[src/rtl/rfp_i2c_sequencer.sv]
// Wishbone master that initialises the RF-path I2C master cores and turns
// register-level read/write commands into START/address/data/STOP byte steps,
// polling each core's status register and returning one response per command.
module rfp_i2c_sequencer #(
  parameter int unsigned NUM_BUS        = 5,
  parameter logic [15:0] PRESCALE       = 16'd99,
  parameter logic [19:0] TIMEOUT_CYCLES = 20'd200000
) (
  input  logic        clk_i,
  input  logic        rst_i,
  output logic        wbm_cyc_o,
  output logic        wbm_stb_o,
  output logic        wbm_we_o,
  output logic [15:0] wbm_adr_o,
  output logic [31:0] wbm_dat_o,
  output logic [3:0]  wbm_sel_o,
  input  logic [31:0] wbm_dat_i,
  input  logic        wbm_ack_i,
  input  logic        wbm_err_i,
  input  logic        wbm_rty_i,
  input  logic        cmd_valid_i,
  output logic        cmd_ready_o,
  input  logic        cmd_rd_i,
  input  logic [2:0]  cmd_bus_i,
  input  logic [6:0]  cmd_dev_i,
  input  logic [7:0]  cmd_reg_i,
  input  logic        cmd_len_i,
  input  logic [15:0] cmd_dat_i,
  output logic        rsp_valid_o,
  output logic [1:0]  rsp_err_o,
  output logic [15:0] rsp_dat_o,
  output logic        init_done_o
);

  // Core register indices
  localparam logic [2:0] RegPrerLo = 3'd0;
  localparam logic [2:0] RegPrerHi = 3'd1;
  localparam logic [2:0] RegCtr    = 3'd2;
  localparam logic [2:0] RegTxRx   = 3'd3;
  localparam logic [2:0] RegCrSr   = 3'd4;

  // Command register flag combinations
  localparam logic [7:0] CrStaWr   = 8'h90;
  localparam logic [7:0] CrWr      = 8'h10;
  localparam logic [7:0] CrWrSto   = 8'h50;
  localparam logic [7:0] CrRd      = 8'h20;
  localparam logic [7:0] CrRdNkSto = 8'h68;
  localparam logic [7:0] CrSto     = 8'h40;

  localparam logic [3:0] NumBusW  = 4'(NUM_BUS);
  localparam logic [2:0] LastBus  = 3'(NUM_BUS - 1);

  typedef enum logic [3:0] {
    StInit,
    StIdle,
    StTxr,
    StCr,
    StPoll,
    StRxr,
    StStopCr,
    StStopPoll,
    StAbortCr,
    StResp
  } state_e;

  state_e      state_q, state_d;
  logic        gap_q, gap_d;
  logic [2:0]  init_bus_q, init_bus_d;
  logic [1:0]  init_step_q, init_step_d;
  logic        init_done_q, init_done_d;
  logic        rd_q, rd_d;
  logic [2:0]  bus_q, bus_d;
  logic [6:0]  dev_q, dev_d;
  logic [7:0]  reg_q, reg_d;
  logic        len_q, len_d;
  logic [15:0] dat_q, dat_d;
  logic [2:0]  step_q, step_d;
  logic [1:0]  code_q, code_d;
  logic [15:0] rx_q, rx_d;
  logic [19:0] poll_cnt_q, poll_cnt_d;
  logic [1:0]  rsp_err_q, rsp_err_d;
  logic [15:0] rsp_dat_q, rsp_dat_d;

  logic        acc_req, acc_we, cyc, wb_term, wb_fail;
  logic [2:0]  acc_bus, acc_reg;
  logic [7:0]  acc_byte;
  logic        read_step, last_step, sr_tip, sr_rxack, timed_out;
  logic [2:0]  last_idx, step_inc;
  logic [7:0]  tx_byte, cr_flags;
  logic        unused_dat;

  assign unused_dat = ^wbm_dat_i[31:8];

  // Byte-sequence decode for the current step of the active command
  always_comb begin
    read_step = rd_q && (step_q >= 3'd3);
    last_idx  = (rd_q ? 3'd3 : 3'd2) + {2'b00, len_q};
    last_step = (step_q == last_idx);
    step_inc  = step_q + 3'd1;
    sr_tip    = wbm_dat_i[1];
    sr_rxack  = wbm_dat_i[7];
    timed_out = (poll_cnt_q >= TIMEOUT_CYCLES);
    unique case (step_q)
      3'd0:    tx_byte = {dev_q, 1'b0};
      3'd1:    tx_byte = reg_q;
      3'd2:    tx_byte = rd_q ? {dev_q, 1'b1} : (len_q ? dat_q[15:8] : dat_q[7:0]);
      3'd3:    tx_byte = dat_q[7:0];
      default: tx_byte = 8'h00;
    endcase
    if (read_step) begin
      cr_flags = last_step ? CrRdNkSto : CrRd;
    end else if ((step_q == 3'd0) || (rd_q && (step_q == 3'd2))) begin
      cr_flags = CrStaWr;
    end else begin
      cr_flags = last_step ? CrWrSto : CrWr;
    end
  end

  // Wishbone access descriptor for the current state
  always_comb begin
    acc_req  = 1'b0;
    acc_we   = 1'b0;
    acc_bus  = bus_q;
    acc_reg  = RegCrSr;
    acc_byte = 8'h00;
    unique case (state_q)
      StInit: begin
        acc_req = 1'b1;
        acc_we  = 1'b1;
        acc_bus = init_bus_q;
        unique case (init_step_q)
          2'd0:    begin acc_reg = RegCtr;    acc_byte = 8'h00;          end
          2'd1:    begin acc_reg = RegPrerLo; acc_byte = PRESCALE[7:0];  end
          2'd2:    begin acc_reg = RegPrerHi; acc_byte = PRESCALE[15:8]; end
          default: begin acc_reg = RegCtr;    acc_byte = 8'h80;          end
        endcase
      end
      StTxr:      begin acc_req = 1'b1; acc_we = 1'b1; acc_reg = RegTxRx; acc_byte = tx_byte; end
      StCr:       begin acc_req = 1'b1; acc_we = 1'b1; acc_byte = cr_flags; end
      StPoll:     acc_req = 1'b1;
      StRxr:      begin acc_req = 1'b1; acc_reg = RegTxRx; end
      StStopCr,
      StAbortCr:  begin acc_req = 1'b1; acc_we = 1'b1; acc_byte = CrSto; end
      StStopPoll: acc_req = 1'b1;
      default:    acc_req = 1'b0;
    endcase
  end

  // Bus outputs; everything is zero outside an access, including the gap cycle
  always_comb begin
    cyc         = acc_req && !gap_q;
    wb_term     = cyc && (wbm_ack_i || wbm_err_i || wbm_rty_i);
    wb_fail     = wbm_err_i || wbm_rty_i;
    wbm_cyc_o   = cyc;
    wbm_stb_o   = cyc;
    wbm_we_o    = cyc && acc_we;
    wbm_sel_o   = cyc ? 4'hF : 4'h0;
    wbm_adr_o   = cyc ? {8'h00, acc_bus, acc_reg, 2'b00} : 16'h0000;
    wbm_dat_o   = (cyc && acc_we) ? {24'h000000, acc_byte} : 32'h0;
    cmd_ready_o = (state_q == StIdle);
    rsp_valid_o = (state_q == StResp);
    rsp_err_o   = rsp_err_q;
    rsp_dat_o   = rsp_dat_q;
    init_done_o = init_done_q;
  end

  // Next-state logic for the sequencer
  always_comb begin
    state_d     = state_q;
    gap_d       = wb_term;
    init_bus_d  = init_bus_q;
    init_step_d = init_step_q;
    init_done_d = init_done_q;
    rd_d        = rd_q;
    bus_d       = bus_q;
    dev_d       = dev_q;
    reg_d       = reg_q;
    len_d       = len_q;
    dat_d       = dat_q;
    step_d      = step_q;
    code_d      = code_q;
    rx_d        = rx_q;
    poll_cnt_d  = poll_cnt_q;
    rsp_err_d   = rsp_err_q;
    rsp_dat_d   = rsp_dat_q;

    if (((state_q == StPoll) || (state_q == StStopPoll)) && (poll_cnt_q != '1)) begin
      poll_cnt_d = poll_cnt_q + 20'd1;
    end

    unique case (state_q)
      StInit: begin
        // Bus errors during initialisation are deliberately ignored
        if (wb_term) begin
          if (init_step_q == 2'd3) begin
            init_step_d = 2'd0;
            if (init_bus_q == LastBus) begin
              init_done_d = 1'b1;
              state_d     = StIdle;
            end else begin
              init_bus_d = init_bus_q + 3'd1;
            end
          end else begin
            init_step_d = init_step_q + 2'd1;
          end
        end
      end
      StIdle: begin
        if (cmd_valid_i) begin
          rd_d   = cmd_rd_i;
          bus_d  = cmd_bus_i;
          dev_d  = cmd_dev_i;
          reg_d  = cmd_reg_i;
          len_d  = cmd_len_i;
          dat_d  = cmd_dat_i;
          step_d = 3'd0;
          code_d = 2'd0;
          rx_d   = 16'h0000;
          if ({1'b0, cmd_bus_i} >= NumBusW) begin
            code_d  = 2'd3;
            state_d = StResp;
          end else begin
            state_d = StTxr;
          end
        end
      end
      StTxr: begin
        if (wb_term) begin
          if (wb_fail) begin
            code_d  = 2'd3;
            state_d = StStopCr;
          end else begin
            state_d = StCr;
          end
        end
      end
      StCr: begin
        if (wb_term) begin
          if (wb_fail) begin
            code_d  = 2'd3;
            state_d = StStopCr;
          end else begin
            poll_cnt_d = 20'd0;
            state_d    = StPoll;
          end
        end
      end
      StPoll: begin
        if (wb_term) begin
          if (wb_fail) begin
            code_d  = 2'd3;
            state_d = StStopCr;
          end else if (sr_tip) begin
            if (timed_out) begin
              code_d  = 2'd2;
              state_d = StAbortCr;
            end
          end else if (read_step) begin
            state_d = StRxr;
          end else if (sr_rxack) begin
            code_d  = 2'd1;
            state_d = StStopCr;
          end else if (last_step) begin
            state_d = StResp;
          end else begin
            step_d  = step_inc;
            // Read data bytes need no TXR load, only a command write
            state_d = (rd_q && (step_inc >= 3'd3)) ? StCr : StTxr;
          end
        end
      end
      StRxr: begin
        if (wb_term) begin
          if (wb_fail) begin
            code_d  = 2'd3;
            state_d = StStopCr;
          end else begin
            // Shifting left puts the first byte of a 2-byte read in [15:8]
            rx_d = {rx_q[7:0], wbm_dat_i[7:0]};
            if (last_step) begin
              state_d = StResp;
            end else begin
              step_d  = step_inc;
              state_d = StCr;
            end
          end
        end
      end
      StStopCr: begin
        if (wb_term) begin
          if (wb_fail) begin
            code_d  = 2'd3;
            state_d = StResp;
          end else begin
            poll_cnt_d = 20'd0;
            state_d    = StStopPoll;
          end
        end
      end
      StStopPoll: begin
        if (wb_term) begin
          if (wb_fail) begin
            code_d  = 2'd3;
            state_d = StResp;
          end else if (!sr_tip) begin
            state_d = StResp;
          end else if (timed_out) begin
            code_d  = 2'd2;
            state_d = StResp;
          end
        end
      end
      StAbortCr: begin
        // Timeout already recorded; respond without waiting on the core
        if (wb_term) begin
          state_d = StResp;
        end
      end
      StResp: begin
        state_d = StIdle;
      end
      default: begin
        state_d = StIdle;
      end
    endcase

    // Capture the response as the FSM enters StResp so it is valid with the pulse
    if ((state_d == StResp) && (state_q != StResp)) begin
      rsp_err_d = code_d;
      rsp_dat_d = rd_d ? rx_d : 16'h0000;
    end
  end

  // State and datapath registers with synchronous reset
  always_ff @(posedge clk_i) begin
    if (rst_i) begin
      state_q     <= StInit;
      gap_q       <= 1'b1;
      init_bus_q  <= 3'd0;
      init_step_q <= 2'd0;
      init_done_q <= 1'b0;
      rd_q        <= 1'b0;
      bus_q       <= 3'd0;
      dev_q       <= 7'd0;
      reg_q       <= 8'd0;
      len_q       <= 1'b0;
      dat_q       <= 16'd0;
      step_q      <= 3'd0;
      code_q      <= 2'd0;
      rx_q        <= 16'd0;
      poll_cnt_q  <= 20'd0;
      rsp_err_q   <= 2'd0;
      rsp_dat_q   <= 16'd0;
    end else begin
      state_q     <= state_d;
      gap_q       <= gap_d;
      init_bus_q  <= init_bus_d;
      init_step_q <= init_step_d;
      init_done_q <= init_done_d;
      rd_q        <= rd_d;
      bus_q       <= bus_d;
      dev_q       <= dev_d;
      reg_q       <= reg_d;
      len_q       <= len_d;
      dat_q       <= dat_d;
      step_q      <= step_d;
      code_q      <= code_d;
      rx_q        <= rx_d;
      poll_cnt_q  <= poll_cnt_d;
      rsp_err_q   <= rsp_err_d;
      rsp_dat_q   <= rsp_dat_d;
    end
  end

endmodule
[config.mk]
export PLATFORM = sky130hd
export DESIGN_NAME = rfp_i2c_sequencer
export DESIGN_NICKNAME = d
export VERILOG_FILES = /design/src/rtl/rfp_i2c_sequencer.sv
export SDC_FILE = /design/constraint.sdc
export NUM_CORES = 1
export LEC_CHECK = 0
export CORE_UTILIZATION = 50
export CTS_CLUSTER_DIAMETER = 200
export DETAILED_ROUTE_END_ITERATION = 7
export GPL_TIMING_DRIVEN = 0
export PLACE_DENSITY = 0.79
export SETUP_SLACK_MARGIN = 0.4
export SLEW_MARGIN = 40
export SYNTH_ARGS = -nofsm -noshare
export SYNTH_HDL_FRONTEND = slang
export SYNTH_SLANG_ARGS = --single-unit
[constraint.sdc]
create_clock -name clk_i -period 3.45 [get_ports clk_i]
set_input_delay 0.69 -clock clk_i [delete_from_list [all_inputs] [get_ports clk_i]]
set_output_delay 0.69 -clock clk_i [all_outputs]
set_load 0.02 [all_outputs]
After elaboration in Yosys (flattened, before gate mapping)
Index checks and enable logic that the tools add are counted.
Storage, ports and cells
  register bits: 106
Cells by class
  order comparisons: 4
  bitwise gates (word level): 1
  reduce and logical (&&, ||, !) cells: 30
  eq/ne operators: 28
  $add $sub $neg: 5
  multiplexer cells: 82
Operators with widths (count)
  $mux 4: 25
  $mux 20: 4
  $mux 16: 4
  $pmux 8 s4: 2
  $mux 8: 6
  $pmux 4 s9: 1
  $mux 3: 11
  $pmux 16 s2: 1
  $mux 2: 15
  $add 20x1->20 const B: 1
  $ge 20x18->1 const B: 1
  $ne 20x20->1 const B: 1
  $eq 4x3->1 const B: 4
  $ne 2x2->1 const B: 8
  $pmux 8 s2: 1
  $mux 7: 2
  $eq 4x4->1 const B: 3
  $pmux 3 s3: 1
  $reduce_and 9->1: 1
  $eq 4x2->1 const B: 2
  $logic_and 1x1->1: 8
  $pmux 2 s4: 1
  $reduce_and 4->1: 2
  $reduce_or 2->1: 4
  other kinds (27): 41

Logic depth before layout (Yosys ltp)
Gate-level depths: netlist of run 1.
  word-level depth: 13
  mapped depth: 11
  mapped depth without buffers: 8

Worst setup path after synthesis of run 1
No wires, ideal clock.
  path kind: register to output
  start: register step_q[0]
  end: output port wbm_dat_o[6]
  slack: 584 ps
  stages on the path, launching flop included: 8
  arrival time: 2176 ps
  cells stage by stage: dfxtp_1 > inv_1 > ha_1 > nor4bb_1 > nand2_1 > a31oi_1 > a21oi_1 > o31ai_1
On the way
  cells in the longest elaborated chain, start to end: 7
  elaborated cells between the ends (all ways): 16
  classes of those cells: 1 x order compare; 4 x eq/ne; 7 x mux; 4 x reduce/logical
RTL lines
  start, declared: line 77  | logic [2:0] step_q, step_d;
  start signal, assigned: line 366  | step_q <= step_d;
  $eq 3x2->1: line 103, 112
  $logic_and 1x1->1: line 112  | end else if ((step_q == 3'd0) || (rd_q && (step_q == 3'd2))) begin
  $logic_or 1x1->1: line 112
  $mux 8: line 112
  $mux 8: line 110  | if (read_step) begin
  $pmux 8 s4 *: line 126  | unique case (state_q)
  $mux 8 *: line 159  | wbm_dat_o = (cyc && acc_we) ? {24'h000000, acc_byte} : 32'h0;
  end, declared: line 15  | output logic [31:0] wbm_dat_o,
Mark *: on every way between the ends. The rest lies on a longest branch, timed or not.

Worst setup path in the final report of run 1
  start: register step_q[2]
  end: output port wbm_dat_o[6]
Same word-level chain as after synthesis.

==> impl_results.md, run 1 <==
* Status: finished clean
* Final setup vio count at 0
* Synth Area in XOR/XNOR at around 3.1%
* CTS buffer count at 9
* Share of layout cells above drive strength 1 at 14.7%
* Core box area at approximately 11,000 µm²
* Setup Skew at roughly 0.0055 ns
* Routability cong. at 0.925
* R2R Setup Slk at approximately 0.56 ns
* Mux share of post-synthesis cell area at approximately 4.7%
* Global route overflow at 0
* Peak Freq at approximately 0.32 GHz
* Post-route ant nets at 0
* Adder-cell share of the synthesized area at between 2 and 3%
* Yosys reg bits at 106
* Setup_tns at 0 ns
* Post-synth EDFFs at 0
* Critical path cell sequence: buf_6, buf_4, nor4b_2, or2_4, clkbuf_8, nand2_1, a31oi_1, a21oi_1, o31ai_2, clkdlybuf4s15_2
* HP Start: reg_q[0]$_SDFFE_PP0P_
* R2R Path End: rsp_dat_o[13]$_SDFFE_PP0P_
* Vias at 5,743
* Final hold vios at 0
* CP max stage cell: dfxtp_1
* IO Pins at 150
* Synth Area in Compound Gates at about 18%
* Worst path top cell family by delay: buffers and inverters
* R2R cell count at 9
* Synth async-reset ratio at 0%
* Most frequent cells in the layout: nand2_1 (122), dfxtp_1 (104), clkdlybuf4s50_1 (68)
* Die area at roughly 12,000 µm²
* DR pass1 iterations at 5
* Clock latency on the worst-skew pair at between 0.3 and 0.4 ns
* Initial drt markers at approximately 520
* Post-DP HPWL at between 10,000 and 15,000 µm
* Worst hold path depth at 2
* Total GRT Usage at ~28%
* Die Y at around 110 µm
* Post-Synth Simple-Gate Area at between 20 and 30%
* Clk sinks at between 100 and 150
* Leakage at 3.13 nW
* Worst min-delay path class: reg -> reg
* Slew Limit Fails at 0
* PD cells at about 320 nW/µm²
* Sequential area share after synthesis at between 30% and 40%
* Worst setup EP type: primary output
* Worst Path Required at 2.76 ns
* Initial core utilization at 51.2%
* Initial antenna violation count at 0
* Worst-path clk slew at about 0.07 ns
* Max clock buf depth at 2
* CTS tree: done
* Die width at between 100 and 150 µm
* H-tree levels at 3
* Vias per std cell at ~5.6
* WL final at 16,700 µm
* Vias in the first global route at 5,267
* Post-Place Setup Slack at -0.0753 ns
* Unrepaired setup endpoints after global routing: yes
* Max VDD drop at 0.356 mV
* First-pass GRT wire length at between 20,000 and 30,000 µm
* Most common cell after layout, fill and taps aside: nand2_1
* Data arrival, critical path at approximately 2.4 ns
* Drt wl/cell at around 16 µm
* Final nets at around 970
* Most used DFF post-synth: dfxtp_1
* Diode count at 0
* Reg-to-Reg Start: state_q[2]$_SDFF_PP0_
* Max Cap Violations at 0
* Mapped Cells at 736
* Final min period at 3.10 ns
* Synth Area per Inst at around 7.9 µm²
* Startpoint types: flip-flop
* WHS Endpoint: reg_q[0]$_SDFFE_PP0P_
* Crit Path Class: reg -> out
* Area after DPL at about 7000 µm²
* Yosys warns at 0
* Cts hold-fix bufs at 0
* Fraction of the cycle the final worst path needs at 89.8%
* Mapped cell area at 5850 µm²
* Largest net degree at the start of global routing at 18
* CP max FO at 9
* Yosys cell types at slightly above 70
* DRC at 0
* Layout area overhead at 29.9%
* Slew HR at approximately 50%
* PortBufs at 89
* Num rows at 39
* Critical path buffers and inverters at 4
* Final core utilization at 66.5%
* CTS root buf: clkbuf_16
* Worst path max stage delay at 0.32 ns
* Fin worst setup slack at between 0.3 and 0.4 ns
* Largest family of logic cells by synthesized area: simple AND/OR/NAND/NOR gates
* Final Cell Area at around 7600 µm²
* Worst-Margin Slew at 0.753 ns
-- power breakdown --
group / total (mW) / internal, mW / switching, mW
clock network: 0.962 / 0.490 / 0.472
registers: 1.23 / 1.22 / 0.00428
logic: 0.259 / 0.122 / 0.137
-- sequential cells by signal, summed over array words and instances, names as in the netlist, 2 cells and up --
signal and count:
poll_cnt_q 20, code_q 2, dev_q 7, state_q 4, reg_q 8, dat_q 16
rx_q 16, init_bus_q 3, init_step_q 2, rsp_err_o 2, step_q 3, bus_q 3
rsp_dat_o 16
-- per-stage QoR --
stage	std cells	hold WS (ns)	power, mW
4_1_cts	1026	0.461	2.45
3_3_place_gp	1001	0.447	1.51
5_1_grt	1032	0.480	2.53
2_1_floorplan	769	0.433	1.40
3_5_place_dp	1001	0.452	1.51
6_report	1032	0.462	2.45
-- worst reg2reg max path: cells and delay by family (launching register included) --
kind            cells  cell delay (ns)
flops               1             0.30
mux                 1             0.14
buf+inv             3             0.77
simple gates        4             1.03
compound gates      1             0.59
-- cells in the mapped netlist, drive strengths merged, types with 5 or more instances --
master | n | area [µm²]
xor2 | 11 | 96.3
o21ai | 19 | 95.1
or3 | 8 | 50.1
a211oi | 7 | 52.6
buf | 54 | 368
a21o | 6 | 45.0
nor2b | 21 | 131
inv | 18 | 67.6
and3 | 5 | 31.3
nand2b | 23 | 144
nor3 | 20 | 116
xnor2 | 10 | 87.6
nand3 | 10 | 50.1
nor2 | 66 | 248
a222oi | 6 | 60.1
a22o | 14 | 123
clkbuf | 30 | 114
nor4 | 5 | 50.1
nand4 | 6 | 37.5
mux2i | 23 | 230
nand2 | 123 | 462
ha | 14 | 175
a21oi | 60 | 300
dfxtp | 106 | 2120
nor4b | 6 | 58.8
a31oi | 9 | 56.3
-- cell families after synthesis --
family                     count (synthesis)
adders and majority gates                 14
AOI/OAI and AO/OA                        155
and+or+nand+nor                          310
DFF                                      106
xor gates and xnor gates                  21
buffers and inverters                    102
other                                      1
muxes                                     27
-- worst max-delay path by stage --
stage	depth (start not counted)	end	start	slack [ns]
global placement	8	wbm_dat_o[6]	step_q[0]$_SDFFE_PP0P_	-0.29
CTS	9	wbm_dat_o[6]	step_q[0]$_SDFFE_PP0P_	0.31
global route	10	wbm_dat_o[6]	step_q[2]$_SDFFE_PP0P_	0.26
floorplan	7	wbm_dat_o[6]	step_q[0]$_SDFFE_PP0P_	0.58
finish	10	wbm_dat_o[6]	step_q[2]$_SDFFE_PP0P_	0.35
detailed placement	10	rsp_dat_o[13]$_SDFFE_PP0P_	wbm_ack_i	-0.08
-- timing repair --
| action | CTS | global route |
|---|---|---|
| endpoints found under the setup margin | 34 | 38 |
| resized for setup | 68 | 27 |
| gates cloned | 0 | 0 |
| pin swaps | 6 | 5 |
| buffers inserted | 10 | 6 |
-- layer usage --
layer	up-vias	part of all wire, %	track usage [%]
met2	226	47	45.2
met3	28	7.5	5.11
li1	2760	-	-
met5	-	0	0
met4	0	1.7	9.68
met1	2729	44	37.8
-- layout make-up --
type	instances	area, µm²
multi-input combinational	561	3430
inverter	18	70.1
buffer	84	519
tap	143	179
timing repair buffer	105	997
clock inverter	6	41.3
fill	1009	3830
clock buffer	9	225
sequential	106	2130
No activity file was read; power rests on OpenSTA's default activity.
==> inputs of run 2 (changes only) <==
- ABC_CLOCK_PERIOD_IN_PS: unset -> 3450
- GPL_TIMING_DRIVEN: 0 -> 1
==> run 2 against run 1 <==
Effect of this change: the flow now finishes with violations (design-rule violations); hold slack got worse by 0.0022 ns; die area unchanged; register-to-register slack worse by 0.06 ns; non-clock buffer count down 66; sequential cell count did not move; maximum frequency up 0.15%; core utilization down 4.1 points; sequential power is essentially flat; clock power increased by 8%; clock skew up 0.0047 ns.
==> impl_results.md, run 2 (synthesis results as in run 1) <==
* Routability cong. at 0.934 (+0.98%)
* Worst Path Required at 2.76 ns (about the same)
* CTS root buf: clkbuf_16
* Cts hold-fix bufs at 0 (unchanged)
* CP max FO at 14 (+5)
* Initial core utilization at 51.2% (unchanged)
* Drt wl/cell at 16.0 µm (-1.1%)
* Die width at 110 µm (unchanged)
* Max clock buf depth at 2 (unchanged)
* Die area at 12,100 µm² (unchanged)
* First-pass GRT wire length at 24,400 µm (-6.5%)
* DP Cell Count at 950 (-5.1%)
* Failing checks: design-rule violations
* Post-DP HPWL at 11,000 µm (-10%)
* Clock latency on the worst-skew pair at 0.35 ns (about the same)
* IO Pins at 150 (unchanged)
* Total GRT Usage at 25.8% (-2.3 points)
* Final nets at 907 (-6.8%)
* Worst-Margin Slew at 0.711 ns (-0.0416 ns)
* Largest net degree at the start of global routing at 50 (+32)
* DRC at 3 (+3)
* Final non-filler cell total at 967 (-6.3%)
* PortBufs at 91 (+2.2%)
* Final setup vio count at 0 (unchanged)
* WL final at 15,500 µm (-7.4%)
* Worst hold path depth at 2 (unchanged)
* Clk sinks at 106 (unchanged)
* Die Y at 110 µm (unchanged)
* Initial drt markers at 536 (+2.9%)
* DR pass1 iterations at 8 (+3)
* Setup_tns at 0 ns (unchanged)
* H-tree levels at 3 (unchanged)
* Leakage at 2.76 nW (-12%)
* HP Start: reg_q[7]$_SDFFE_PP0P_
* Initial antenna violation count at 0 (unchanged)
* Status: complete, but fails checks
* Vias in the first global route at 5,059 (-3.9%)
* Vias per std cell at 5.69 (+2.3%)
* Max VDD drop at 0.240 mV (-32%)
* Fraction of the cycle the final worst path needs at 89.6% (-0.13 points)
* Vias at 5,506 (-4.1%)
* Most common cell after layout, fill and taps aside: nand2_1
* Slew HR at 52.1% (+2.3 points)
* Diode count at 0 (unchanged)
* Layout area overhead at 21.9%
* Most frequent cells in the layout: nand2_1 (123), dfxtp_1 (103), clkdlybuf4s50_1 (74)
* R2R Setup Slk at 0.50 ns (-0.06 ns)
* R2R cell count at 9 (unchanged)
* CTS buffer count at 9 (unchanged)
* Final min period at 3.09 ns (-0.00451 ns)
* Worst-path clk slew at 0.07 ns (about the same)
* Unrepaired setup endpoints after global routing: yes
* Worst setup EP type: primary output
* Setup Skew at 0.0102 ns (+0.00472 ns)
* Share of layout cells above drive strength 1 at 10.2% (-4.5 points)
* Final hold vios at 0 (unchanged)
* Worst min-delay path class: reg -> reg
* Crit Path Class: reg -> out
* Startpoint types: flip-flop
* Top reg by flops: poll_cnt_q
* Max Cap Violations at 0 (unchanged)
* Data arrival, critical path at 2.40 ns (about the same)
* CTS tree: done
* Post-route ant nets at 0 (unchanged)
* Reg-to-Reg Start: step_q[1]$_SDFFE_PP0P_
* Global route overflow at 0 (unchanged)
* R2R Path End: rsp_dat_o[7]$_SDFFE_PP0P_
* Slew Limit Fails at 0 (unchanged)
* Num rows at 39 (unchanged)
* Core box area at 11,400 µm² (unchanged)
* PD cells at 349 nW/µm² (+8.1%)
* Peak Freq at 0.323 GHz (+0.15%)
* Max reg flops at 20 (unchanged)
* WHS Endpoint: reg_q[7]$_SDFFE_PP0P_
run 2: layout make-up:
| type | count | area (µm²) |
|---|---|---|
| inverter | 18 | 67.6 |
| clock inverter | 6 | 72.6 |
| tap | 143 | 179 |
| clock buffer | 10 | 229 |
| multi-input combinational | 561 | 3350 |
| sequential | 106 | 2130 |
| fill | 986 | 4290 |
| timing repair buffer | 123 | 1100 |
run 2: repair_timing:
item | 4_1_cts | 5_1_grt
pin swaps | 3 | 6
setup endpoints to repair | 19 | 36
setup buffers | 0 | 1
gates resized for setup | 26 | 27
endpoints found under the hold margin | 0 | 0
run 2: power breakdown:
group          switching [mW]  internal (mW)  total [mW]  leakage [nW]
clock network           0.472          0.573        1.04         0.144
logic                   0.121         0.0873       0.208          1.76
registers             0.00696           1.22        1.23         0.856
total                   0.600           1.88        2.48          2.76
run 2: worst max-delay path, cell delays in order (launching register included):
cell	delay (ns)
dfxtp_1	0.31
buf_4	0.19
or2_4	0.33
nor3_4	0.18
nand2_1	0.18
o21a_1	0.14
nor2_1	0.11
clkdlybuf4s50_1	0.63
run 2: worst max-delay path by stage:
stage                                start                        end  slack, ns
CTS                  state_q[1]$_SDFF_PP0_               wbm_dat_o[0]       0.21
detailed placement               wbm_err_i  rsp_dat_o[0]$_SDFFE_PP0P_       0.07
finish               state_q[1]$_SDFF_PP0_               wbm_dat_o[0]       0.36
global route         state_q[1]$_SDFF_PP0_               wbm_dat_o[0]       0.28
global placement                 wbm_err_i  rsp_dat_o[2]$_SDFFE_PP0P_       0.10
floorplan           step_q[0]$_SDFFE_PP0P_               wbm_dat_o[6]       0.58
run 2: per-stage QoR:
stage | worst slack [ns] | power [mW] | utilization [%] | hold slack [ns] | instance area (µm²)
floorplan | 0.584 | 1.40 | - | 0.433 | 5970
global placement | 0.104 | 1.47 | 59.6 | 0.446 | 6810
detailed placement | 0.0738 | 1.47 | 59.6 | 0.449 | 6810
CTS | 0.207 | 2.50 | 62.2 | 0.459 | 7110
global route | 0.278 | 2.57 | 62.4 | 0.480 | 7130
finish | 0.357 | 2.48 | 62.4 | 0.460 | 7130
run 2: per-layer routing:
layer | GRT usage (%) | wire length, µm | vias to the layer above
met5 | 0 | 0 | -
met4 | 8.74 | 307 | 0
met3 | 4.29 | 1050 | 36
met2 | 42.4 | 7350 | 229
met1 | 34.2 | 6740 | 2602
li1 | - | - | 2639
